<file path="src/rtl/imem_dmem_arbiter.sv">
// imem_dmem_arbiter: shares one single-port RAM between IF and LS requesters with bounded IF starvation
// Define ARB_PERF_CNT_EN to add the if_stall_cnt/ls_stall_cnt stall-cycle counters.
module imem_dmem_arbiter #(
    parameter int MEM_AW = 10,
    parameter int MAX_STARVE = 4
) (
    input  logic              clk,
    input  logic              rst,
    input  logic              if_req,
    input  logic [31:0]       if_addr,
    output logic              if_gnt,
    output logic              if_rvalid,
    output logic [31:0]       if_rdata,
    input  logic              ls_req,
    input  logic              ls_we,
    input  logic [3:0]        ls_be,
    input  logic [31:0]       ls_addr,
    input  logic [31:0]       ls_wdata,
    output logic              ls_gnt,
    output logic              ls_rvalid,
    output logic [31:0]       ls_rdata,
    output logic              mem_en,
    output logic [3:0]        mem_we,
    output logic [MEM_AW-1:0] mem_addr,
    output logic [31:0]       mem_wdata,
    input  logic [31:0]       mem_rdata
`ifdef ARB_PERF_CNT_EN
    ,
    output logic [31:0]       if_stall_cnt,
    output logic [31:0]       ls_stall_cnt
`endif
);
    localparam logic [3:0] STARVE_MAX = 4'(MAX_STARVE);
    typedef enum logic [1:0] {R_NONE, R_IF, R_LSR, R_LSW} resp_t;
    resp_t      resp_owner;
    logic [3:0] starve_cnt;
    logic       unused;
    assign unused = ^{if_addr[31:MEM_AW+2], if_addr[1:0], ls_addr[31:MEM_AW+2], ls_addr[1:0]};
    always_comb begin
        if_gnt    = !rst && if_req && (!ls_req || starve_cnt == STARVE_MAX);
        ls_gnt    = !rst && ls_req && !if_gnt;
        mem_en    = if_gnt || ls_gnt;
        mem_we    = (ls_gnt && ls_we) ? ls_be : 4'b0000;
        mem_addr  = if_gnt ? if_addr[MEM_AW+1:2] : ls_gnt ? ls_addr[MEM_AW+1:2] : '0;
        mem_wdata = ls_gnt ? ls_wdata : '0;
        // rst gating discards a response that was still outstanding when reset hit
        if_rvalid = !rst && resp_owner == R_IF;
        ls_rvalid = !rst && (resp_owner == R_LSR || resp_owner == R_LSW);
        if_rdata  = if_rvalid ? mem_rdata : '0;
        ls_rdata  = (!rst && resp_owner == R_LSR) ? mem_rdata : '0;
    end
    always_ff @(posedge clk) begin
        if (rst) begin
            starve_cnt <= 4'd0;
            resp_owner <= R_NONE;
        end else begin
            starve_cnt <= (!if_req || if_gnt) ? 4'd0 : (starve_cnt == STARVE_MAX) ? starve_cnt : starve_cnt + 4'd1;
            resp_owner <= if_gnt ? R_IF : !ls_gnt ? R_NONE : ls_we ? R_LSW : R_LSR;
        end
    end
`ifdef ARB_PERF_CNT_EN
    always_ff @(posedge clk) begin
        if (rst) begin
            if_stall_cnt <= 32'd0;
            ls_stall_cnt <= 32'd0;
        end else begin
            if_stall_cnt <= if_stall_cnt + 32'(if_req && !if_gnt);
            ls_stall_cnt <= ls_stall_cnt + 32'(ls_req && !ls_gnt);
        end
    end
`endif
endmodule

</file>
<file path="config.mk">
export PLATFORM = sky130hd
export DESIGN_NAME = imem_dmem_arbiter
export DESIGN_NICKNAME = d
export VERILOG_FILES = /design/src/rtl/imem_dmem_arbiter.sv
export SDC_FILE = /design/constraint.sdc
export NUM_CORES = 1
export LEC_CHECK = 0
export ABC_AREA = 0
export ABC_CLOCK_PERIOD_IN_PS = 2000
export BUFFER_PORTS_ARGS = -buffer_cell sky130_fd_sc_hd__buf_2
export CORE_AREA = 2 2 99 101
export DETAILED_ROUTE_END_ITERATION = 8
export DIE_AREA = 0 0 101 103
export PLACE_DENSITY = 0.45
export SKIP_CTS_REPAIR_TIMING = 1
export SYNTH_ARGS = -nofsm -noshare
export SYNTH_HDL_FRONTEND = slang
export SYNTH_SLANG_ARGS = --single-unit
</file>
<file path="constraint.sdc">
create_clock -name clk -period 2 [get_ports clk]
set_input_delay 0.1 -clock clk [delete_from_list [all_inputs] [get_ports clk]]
set_output_delay 0.1 -clock clk [all_outputs]
set_load 0.1 [all_outputs]
</file>
## Word-level counts from Yosys, hierarchy flattened

Cells that the tools add are included.

| word-level totals | value |
|---|---|
| word-level logic and storage cells | 36 |
| flip-flop bits (word level) | 6 |

| cells by class | value |
|---|---|
| bitwise gates (word level) | 1 |
| reduce and logical (&&, ||, !) cells | 18 |
| muxes and demuxes | 9 |
| eq/ne operators | 4 |
| add/subtract/negate cells | 1 |

Operators by type and width:

| cell | number |
|---|---|
| 32-bit two-way mux | 3 |
| 10-bit two-way mux | 2 |
| 1-bit logical AND | 8 |
| 4-bit by 1-bit adder with 4-bit output, second input constant | 1 |
| 2-bit == test, second input constant | 2 |
| 4-bit by 3-bit == test with 1-bit output, second input constant | 1 |
| 1-bit logical NOT | 4 |
| 1-bit logical OR | 4 |
| 4-bit two-way mux | 1 |
| 1-bit two-way mux | 3 |
| 3-bit OR reduction | 1 |
| 2-bit by 1-bit == test with 1-bit output, second input constant | 1 |
| 2-bit OR reduction | 1 |
| 1-bit NOT | 1 |

## Longest topological paths before layout

Gate-level depths: netlist of run 1.

| logic depth | value |
|---|---|
| depth after elaboration | 7 |
| mapped depth | 7 |
| depth with buffers taken out | 5 |

## Worst setup path before layout of run 1

OpenSTA, ideal clock, no wires.

| path | value |
|---|---|
| path type | register to output |
| from | register resp_owner[1] |
| to | output port ls_rdata[0] |
| data arrival time | 3013 ps |
| setup slack | -1113 ps |
| data required time | 1900 ps |
| stages on the path, launching flop included | 5 |
| buffers on the path | 1 |
| cell sequence | dfxtp_1 -> nor2b_1 -> and2b_1 -> clkbuf_1 -> and2_1 |

| on the way | value |
|---|---|
| word-level cells in the longest chain between the ends | 3 |

Ends and longest elaborated chain:

| what | line | text |
|---|---|---|
| start: declaration | 35 | `resp_t resp_owner;` |
| start signal: assignment | 58 | `resp_owner <= if_gnt ? R_IF : !ls_gnt ? R_NONE : ls_we ? R_LSW : R_LSR;` |
| 2-bit == test | 50 | `ls_rdata = (!rst && resp_owner == R_LSR) ? mem_rdata : '0;` |
| 1-bit logical AND | 50 |  |
| 32-bit two-way mux | 50 |  |
| end: declaration | 21 | `output logic [31:0] ls_rdata,` |

Every way passes these cells.

## Worst setup path after layout of run 1

| path | value |
|---|---|
| from | register starve_cnt[0] |
| to | output port mem_addr[2] |

| on the way | value |
|---|---|
| word-level cells in the longest chain between the ends | 7 |

Ends and longest elaborated chain:

| what | line | text |
|---|---|---|
| start: declaration | 36 | `logic [3:0] starve_cnt;` |
| start signal: assignment | 57 | `starve_cnt <= (!if_req \|\| if_gnt) ? 4'd0 : (starve_cnt == STARVE_MAX) ? starve_cnt : starve_cnt + 4'd1;` |
| 4-bit by 3-bit == test with 1-bit output * | 40 | `if_gnt = !rst && if_req && (!ls_req \|\| starve_cnt == STARVE_MAX);` |
| 1-bit logical OR * | 40 |  |
| 1-bit logical AND * | 40 |  |
| 1-bit logical NOT | 41 | `ls_gnt = !rst && ls_req && !if_gnt;` |
| 1-bit logical AND | 41 |  |
| 10-bit two-way mux | 44 | `mem_addr = if_gnt ? if_addr[MEM_AW+1:2] : ls_gnt ? ls_addr[MEM_AW+1:2] : '0;` |
| 10-bit two-way mux * | 44 |  |
| end: declaration | 24 | `output logic [MEM_AW-1:0] mem_addr,` |

Mark *: on every way between the ends. The rest lies on a longest branch, timed or not.

==> impl_metrics.toml, run 1 <==
[synth]
synth.distinct_cells = 22
synth_top_area_share_pct = 55.3
ys_ff_latch = 6
syn_nets = 292
yosys-top-cells-area = "and2_1 55%, dfxtp_1 11%, a22o_1 8.1%, buf_6 3.1%, clkbuf_1 2.8%"
avgSynthCellArea_sq_um = 7.10
synth_area_sq_um = 1090
synthArstFlopShare_pct = 0
synthCells = 153
ys.flop_type = "dfxtp_1"
synth_top_area_cell = "and2_1"
seq_area_frac_synth_pct = 11.1
synth_edf_count = 0
yosys_warnings = 0
synth_common_cells = "96 x and2_1, 10 x a22o_1, 8 x clkbuf_1"
yosysMostFrequentCell = "and2_1"

[die]
die_area_sq_um = 10400
die_w_um = 101
die_h_um = 103
row_count = 36
ios = 252
initial_utilization_pct = 11.5
core_sq_um = 9460

[routing]
drtAntennaViolNets = 0
drc = 0
first_pass_iters = 4
vias_per_cell = 3.90
wl_per_cell_um = 13.2
vias = 1834
wl_um = 6180
drt_iter0_drc = 21

[power]
power.total_w = 0.00145
leakage_nw = 1.90
power_density_nw_per_um2 = 353
ir_worst_vdd_mv = 0.160

[setup_path]
required_ns = 1.90
crit_type = "register to output pin"
worst_setup_path_start_kind = "register"
path_max_fanout = 24
reg2reg_depth = 6
cp.arrival_ns = 1.79
endpoint_kind = "output pin"

[sta]
setup_violations = 0
relSlewSlack_pct = 66.9
post-route-period-util_pct = 94.3
max_freq_mhz = 530
slew_viol_final = 0
tns_ns = 0
clock_skew_ns = 0.00219
fin_ws_ns = 0.113
period_needed_ns = 1.89
hold_viol_final = 0
worst_slew_pin_slew_ns = 0.501
grt_setup_unrepaired = "no"

[cells_and_area]
final_util_pct = 43.3
syn_to_final_growth_pct = 277
finalNonFillerCells = 470
diodes = 0
drive_gt1_share_pct = 77.8
final_nets = 497

[global_route]
grt_max_degree = 49
grt_antenna_before_repair = 0
grtUsageTotal_pct = 11.0
grt_pass1_wl_um = 9250
overflow = 0
grt_pass1_vias = 1911

[min_path]
hp-class = "input pin to register"
whs_path_depth = 2

[clocking]
clockBufferDepth = 2
clkSinkCount = 6
h-tree-depth = 1
cts_tree = "built"
clkTransAtPathRegs_ns = 0.04
cts-root-buf = "clkbuf_8"
clock_latency_ns = 0.22
numCtsBuffers = 3

[placed_design]
dp.final_hpwl_um = 5350
place_congestion = 0.734
dpl.cell_count = 466
place_ws_ns = 0.289
io_buffers = 207

[run_status]
outcome = "finished clean"

[job]
drv_cap = 0
==> power breakdown <==
group	total (W)	switching, W	internal [W]
Sequential	0.000126	0.00000217	0.000124
Clock	0.000180	0.0000504	0.000129
Combinational	0.00114	0.000727	0.000415
==> layout by cell type (no fill, tap or decap), types with 2 or more instances in the layout <==
cell        n
and2_1     48
and2_2     39
a22o_2      8
nor2_1      6
and3_1      4
dfxtp_1     6
buf_12    114
inv_1       4
clkbuf_8    3
a22o_1      2
buf_4       2
ha_1        2
buf_2      94
and2_4      9
==> final timing paths <==
check / start / to / slack (ns)
min reg2reg: starve_cnt[0] / starve_cnt[0] / 0.47
max reg2reg: starve_cnt[0] / resp_owner[0] / 0.52
min: ls_req / resp_owner[1] / 0.19
max: starve_cnt[0] / mem_addr[2] / 0.11
==> sequential cells by signal, indices dropped and copies added, names as in the netlist <==
name        cells
starve_cnt      4
resp_owner      2
==> stage by stage <==
step / hold WS, ns / area (sq um)
2_1_floorplan: 0.210 / 1180
3_3_place_gp: 0.409 / 4020
3_5_place_dp: 0.407 / 4020
4_1_cts: 0.177 / 4060
5_1_grt: 0.193 / 4100
6_report: 0.189 / 4100
==> routing by layer <==
metal  up-vias  track usage, %  share of wire (%)
met5         -               0                  0
met4         0            1.98               0.58
met3         4            4.34                 14
met2       149            21.4                 51
met1       795            11.1                 35
li1        886               -                  -
==> worst max-delay path, cell delays in order (launching register included) <==
cell	delay, ns
dfxtp_1	0.33
inv_1	0.06
ha_1	0.19
nand3b_4	0.11
o211a_4	0.27
clkbuf_16	0.19
a22o_2	0.24
buf_12	0.17
==> cells by family after synthesis <==
| group | synth area share, % |
|---|---|
| flops | 11.1 |
| buf+inv | 8.29 |
| simple gates | 65.0 |
| xor+xnor | 1.61 |
| compound gates | 11.8 |
| fa+ha+maj | 2.30 |
==> layout make-up <==
class                           instances  area (sq um)
Sequential cell                         6           120
Timing Repair Buffer                  212          2800
Multi-Input combinational cell        130           972
Tap cell                              114           143
Fill cell                             916          5360
Clock buffer                            3          41.3
Inverter                                5          18.8
Power figures use the tool's default switching activity.
==> run 2: changes to the inputs <==
--- a/config.mk
+++ b/config.mk
@@ -12,6 +12,7 @@
 export DETAILED_ROUTE_END_ITERATION = 8
 export DIE_AREA = 0 0 101 103
 export PLACE_DENSITY = 0.45
+export SETUP_SLACK_MARGIN = 0.2
 export SKIP_CTS_REPAIR_TIMING = 1
 export SYNTH_ARGS = -nofsm -noshare
 export SYNTH_HDL_FRONTEND = slang
==> run 2 against run 1 <==
Compared with the run above: cell count up 1.7%; critical path depth unchanged; combinational power up 6%; largest power group unchanged; non-clock buffer count up 8; clock power about the same; register-to-register slack better by 0.04 ns; sequential power about the same.
==> impl_metrics.toml, run 2 (synthesis gave the netlist of run 1 again) <==
[run_status]
outcome = "finished clean"

[placed_design]
dp.final_hpwl_um = 5210
io_buffers = 207
place_congestion = 0.730
dpl_cell_area_sq_um = 4100

[power]
power_frac_clock_pct = 11.9
power.total_w = 0.00152
p_int_w = 0.000715
power.switching_w = 0.000802
power_density_nw_per_um2 = 345
seq_power_share_pct = 8.3
swShare_pct = 52.9
ir_worst_vdd_mv = 0.191
p_comb_share_pct = 79.8
leakage_nw = 2.05

[setup_path]
cp_num_buf_inv = 3
max_stage_delay_ns = 0.33
crit_path_cell_trace = "inv_2 > ha_4 > nand3b_4 > o211a_4 > clkbuf_16 > a22o_4 > buf_12"
path_max_fanout = 6
required_ns = 1.90
crit_type = "register to output pin"
worst_setup_path_start_kind = "register"
crit_path_end = "mem_addr[4]"
cp.arrival_ns = 1.77
cp.depth = 7
reg2reg_depth = 6
startpoint = "starve_cnt[0]"
slowest_stage = "dfxtp_2"
worstReg2RegEnd = "resp_owner[0]"
critPathTopFamily = "compound AO/OA/AOI/OAI gates"
r2r-start = "starve_cnt[0]"
endpoint_kind = "output pin"
rrSetupSlack_ns = 0.56

[cells_and_area]
largest_registers = "starve_cnt x4, resp_owner x2"
largest_register = "starve_cnt"
final_util_pct = 46.5
final_nets = 505
drive_gt1_share_pct = 88.2
regArea_sq_um = 123
layout_common_cells = "114 x buf_12, 94 x buf_2, 48 x and2_4"
diodes = 0
largest_register_ffs = 4
layout_commonest_cell = "buf_12"
syn_to_final_growth_pct = 305
multi_input_area_sq_um = 1170
fin_area_sq_um = 4400
nFillCells = 863

[clocking]
clockBufferDepth = 2
clock_latency_ns = 0.22
clkTransAtPathRegs_ns = 0.04
h-tree-depth = 1
numCtsBuffers = 3
cts-root-buf = "clkbuf_8"
cts_tree = "built"
clkSinkCount = 6

[sta]
slew_viol_final = 0
clock_skew_ns = 0.000773
relSlewSlack_pct = 66.1
hold-worst-slack_ns = 0.171
tns_ns = 0
worst_slew_pin_slew_ns = 0.512
post-route-period-util_pct = 93.3
period_needed_ns = 1.87
hold_viol_final = 0
max_freq_mhz = 536
grt_setup_unrepaired = "yes"
setup_violations = 0

[die]
die_w_um = 101
ios = 252
initial_utilization_pct = 11.5
die_area_sq_um = 10400
row_count = 36
core_sq_um = 9460
die_h_um = 103

[routing]
wl_um = 6500
vias_per_cell = 3.87
drt_iter0_drc = 20
drc = 0
vias = 1850
wl_per_cell_um = 13.6
first_pass_iters = 3
drtAntennaViolNets = 0

[min_path]
hp-class = "input pin to register"

[global_route]
grt_antenna_before_repair = 0
grt_pass1_wl_um = 8760
grt_pass1_vias = 1829
grtUsageTotal_pct = 10.5
grt_max_degree = 49
overflow = 0

[job]
drv_cap = 0
run 2: changes by cell type in the layout (fill, tap and decap cells not counted), moves of 8 or more:
cell	previous run	this run
and2_4	9	48
and2_1	48	23
and2_2	39	25
a22o_4	0	10
a22o_2	8	0
run 2: per-layer routing:
metal | part of all wire, % | track usage [%] | vias up | routed length (um)
met5 | 0 | 0 | - | 0
met4 | 1.0 | 2.39 | 0 | 67
met3 | 11 | 3.32 | 4 | 705
met2 | 50 | 18.9 | 138 | 3230
met1 | 38 | 12.1 | 802 | 2500
li1 | - | - | 906 | -
run 2: layout make-up:
class	count	share of cell area, %
Clock buffer	3	0.938
Inverter	5	0.426
Multi-Input combinational cell	130	26.6
Sequential cell	6	2.79
Tap cell	114	3.24
Timing Repair Buffer	220	66.0
run 2: worst reg2reg max path: stages (launching register included):
cell and delay [ns]:
dfxtp_2 0.33, inv_2 0.07, ha_4 0.13, nand3b_4 0.10, o211a_4 0.33, buf_6 0.17, a21o_1 0.19
run 2: worst min path at each step:
stage	startpoint	to	slack [ns]	depth (start not counted)
after detailed placement	ls_we	resp_owner[0]	0.40	2
final	ls_we	resp_owner[0]	0.17	2
after global placement	ls_we	resp_owner[0]	0.38	2
after floorplan	ls_we	resp_owner[0]	0.21	1
after CTS	ls_we	resp_owner[0]	0.17	2
after global routing	ls_we	resp_owner[0]	0.18	2
run 2: power groups by stage:
stage	Combinational (W)	Sequential [W]	Clock, W
6_report	0.00121	0.000126	0.000180
5_1_grt	0.00125	0.000127	0.000194
4_1_cts	0.00116	0.000126	0.000187
3_5_place_dp	0.00116	0.000128	0
3_3_place_gp	0.00115	0.000128	0
2_1_floorplan	0.000695	0.000127	0
run 2: stage by stage:
step / setup WS, ns / instances
after floorplan: 0.0857 / 153
after global placement: 0.356 / 466
after global routing: 0.0957 / 478
after CTS: 0.0789 / 469
final: 0.135 / 478
after detailed placement: 0.323 / 466
==> run 3: changes to the inputs <==
--- a/config.mk
+++ b/config.mk
@@ -12,6 +12,7 @@
 export DETAILED_ROUTE_END_ITERATION = 8
 export DIE_AREA = 0 0 101 103
 export PLACE_DENSITY = 0.45
+export REMOVE_ABC_BUFFERS = 1
 export SETUP_SLACK_MARGIN = 0.2
 export SKIP_CTS_REPAIR_TIMING = 1
 export SYNTH_ARGS = -nofsm -noshare
==> run 3 against run 2 <==
Compared with the run above: cell count is 0.21% higher; via count is 1.0% higher; sequential power hardly changed; power is 2.9% lower.
==> impl_metrics.toml, run 3 (synthesis gave the netlist of run 1 again) <==
[routing]
drc = 0
drt_iter0_drc = 13
drtAntennaViolNets = 0
first_pass_iters = 3
wl_um = 6550
vias_per_cell = 3.90
wl_per_cell_um = 13.7
vias = 1869

[die]
ios = 252
die_area_sq_um = 10400
core_sq_um = 9460
initial_utilization_pct = 11.5
row_count = 36
die_w_um = 101
die_h_um = 103

[cells_and_area]
diodes = 0
largest_register = "starve_cnt"
layout_common_cells = "114 x buf_12, 94 x buf_2, 89 x and2_1"
syn_to_final_growth_pct = 289
final_util_pct = 44.6
largest_registers = "starve_cnt x4, resp_owner x2"
drive_gt1_share_pct = 68.5
final_nets = 506
layout_commonest_cell = "buf_12"
largest_register_ffs = 4

[setup_path]
crit_type = "register to output pin"
max_stage_delay_ns = 0.34
required_ns = 1.90
crit_path_cell_trace = "inv_2 > ha_4 > nand3b_4 > o211a_4 > clkbuf_16 > a22o_4 > buf_12"
cp.arrival_ns = 1.75
path_max_fanout = 6
worst_setup_path_start_kind = "register"
slowest_stage = "dfxtp_4"
cp_num_buf_inv = 3
critPathTopFamily = "compound AO/OA/AOI/OAI gates"
endpoint_kind = "output pin"

[power]
seq_power_share_pct = 8.5
ir_worst_vdd_mv = 0.169
power_density_nw_per_um2 = 349
power.switching_w = 0.000789
power_frac_clock_pct = 12.1
p_int_w = 0.000684
p_comb_share_pct = 79.4
leakage_nw = 1.94
swShare_pct = 53.5

[sta]
setup_violations = 0
tns_ns = 0
hold_viol_final = 0
clock_skew_ns = 0.00281
relSlewSlack_pct = 66.6
max_freq_mhz = 542
period_needed_ns = 1.85
post-route-period-util_pct = 92.3
worst_slew_pin_slew_ns = 0.505
fin_ws_ns = 0.155
slew_viol_final = 0
grt_setup_unrepaired = "yes"

[placed_design]
dp.final_hpwl_um = 5260
place_congestion = 0.712
io_buffers = 207
place_ws_ns = 0.307

[run_status]
outcome = "finished clean"

[clocking]
clkTransAtPathRegs_ns = 0.04
clock_latency_ns = 0.22
cts_tree = "built"
clockBufferDepth = 2
clkSinkCount = 6
numCtsBuffers = 3
cts-root-buf = "clkbuf_8"
h-tree-depth = 1

[global_route]
grtUsageTotal_pct = 10.2
grt_pass1_vias = 1718
grt_max_degree = 49
overflow = 0
grt_antenna_before_repair = 0
grt_pass1_wl_um = 8590

[job]
drv_cap = 0

[min_path]
hp-class = "input pin to register"
## run 3: changes by cell type in the layout (fill, tap and decap cells not counted), moves of 5 or more
| cell | previous run | this run |
|---|---|---|
| and2_1 | 23 | 89 |
| and2_4 | 48 | 7 |
| and2_2 | 25 | 0 |
| a22o_1 | 0 | 5 |
| a22o_4 | 10 | 5 |
## run 3: path summary, 6_finish.rpt
path / startpoint / to / slack [ns] / depth (start not counted)
worst min-delay path: ls_req / resp_owner[1] / 0.18 / 2
worst max-delay path: starve_cnt[0] / mem_addr[1] / 0.15 / 7
worst min register to register: starve_cnt[0] / starve_cnt[0] / 0.52 / 2
worst max register to register: starve_cnt[0] / resp_owner[0] / 0.59 / 6
## run 3: metrics by stage
stage	power, W	hold slack [ns]	area, sq um	instances
global route	0.00152	0.184	4220	479
CTS	0.00143	0.167	3970	469
floorplan	0.000777	0.210	1010	141
detailed placement	0.00125	0.400	3930	466
finish	0.00147	0.181	4220	479
global placement	0.00124	0.398	3930	466
## run 3: area by class of cell
class                      count  area, sq um
inverter                       5         18.8
fill                         892         5240
sequential                     6          125
clock buffer                   3         41.3
timing repair buffer         221         2920
tap                          114          143
multi-input combinational    130          977
## run 3: power groups by stage
stage / logic (W) / registers, W / clock network [W]
detailed placement: 0.00112 / 0.000128 / 0
floorplan: 0.000649 / 0.000127 / 0
finish: 0.00117 / 0.000125 / 0.000179
global route: 0.00121 / 0.000126 / 0.000188
CTS: 0.00112 / 0.000126 / 0.000185
global placement: 0.00112 / 0.000128 / 0
## run 3: per-layer routing
metal  vias up  wire, um  track usage (%)
met2       149      3390             19.6
li1        907         -                -
met5         -         0                0
met4         0        21             1.25
met3         3       831             3.66
met1       810      2300             11.1
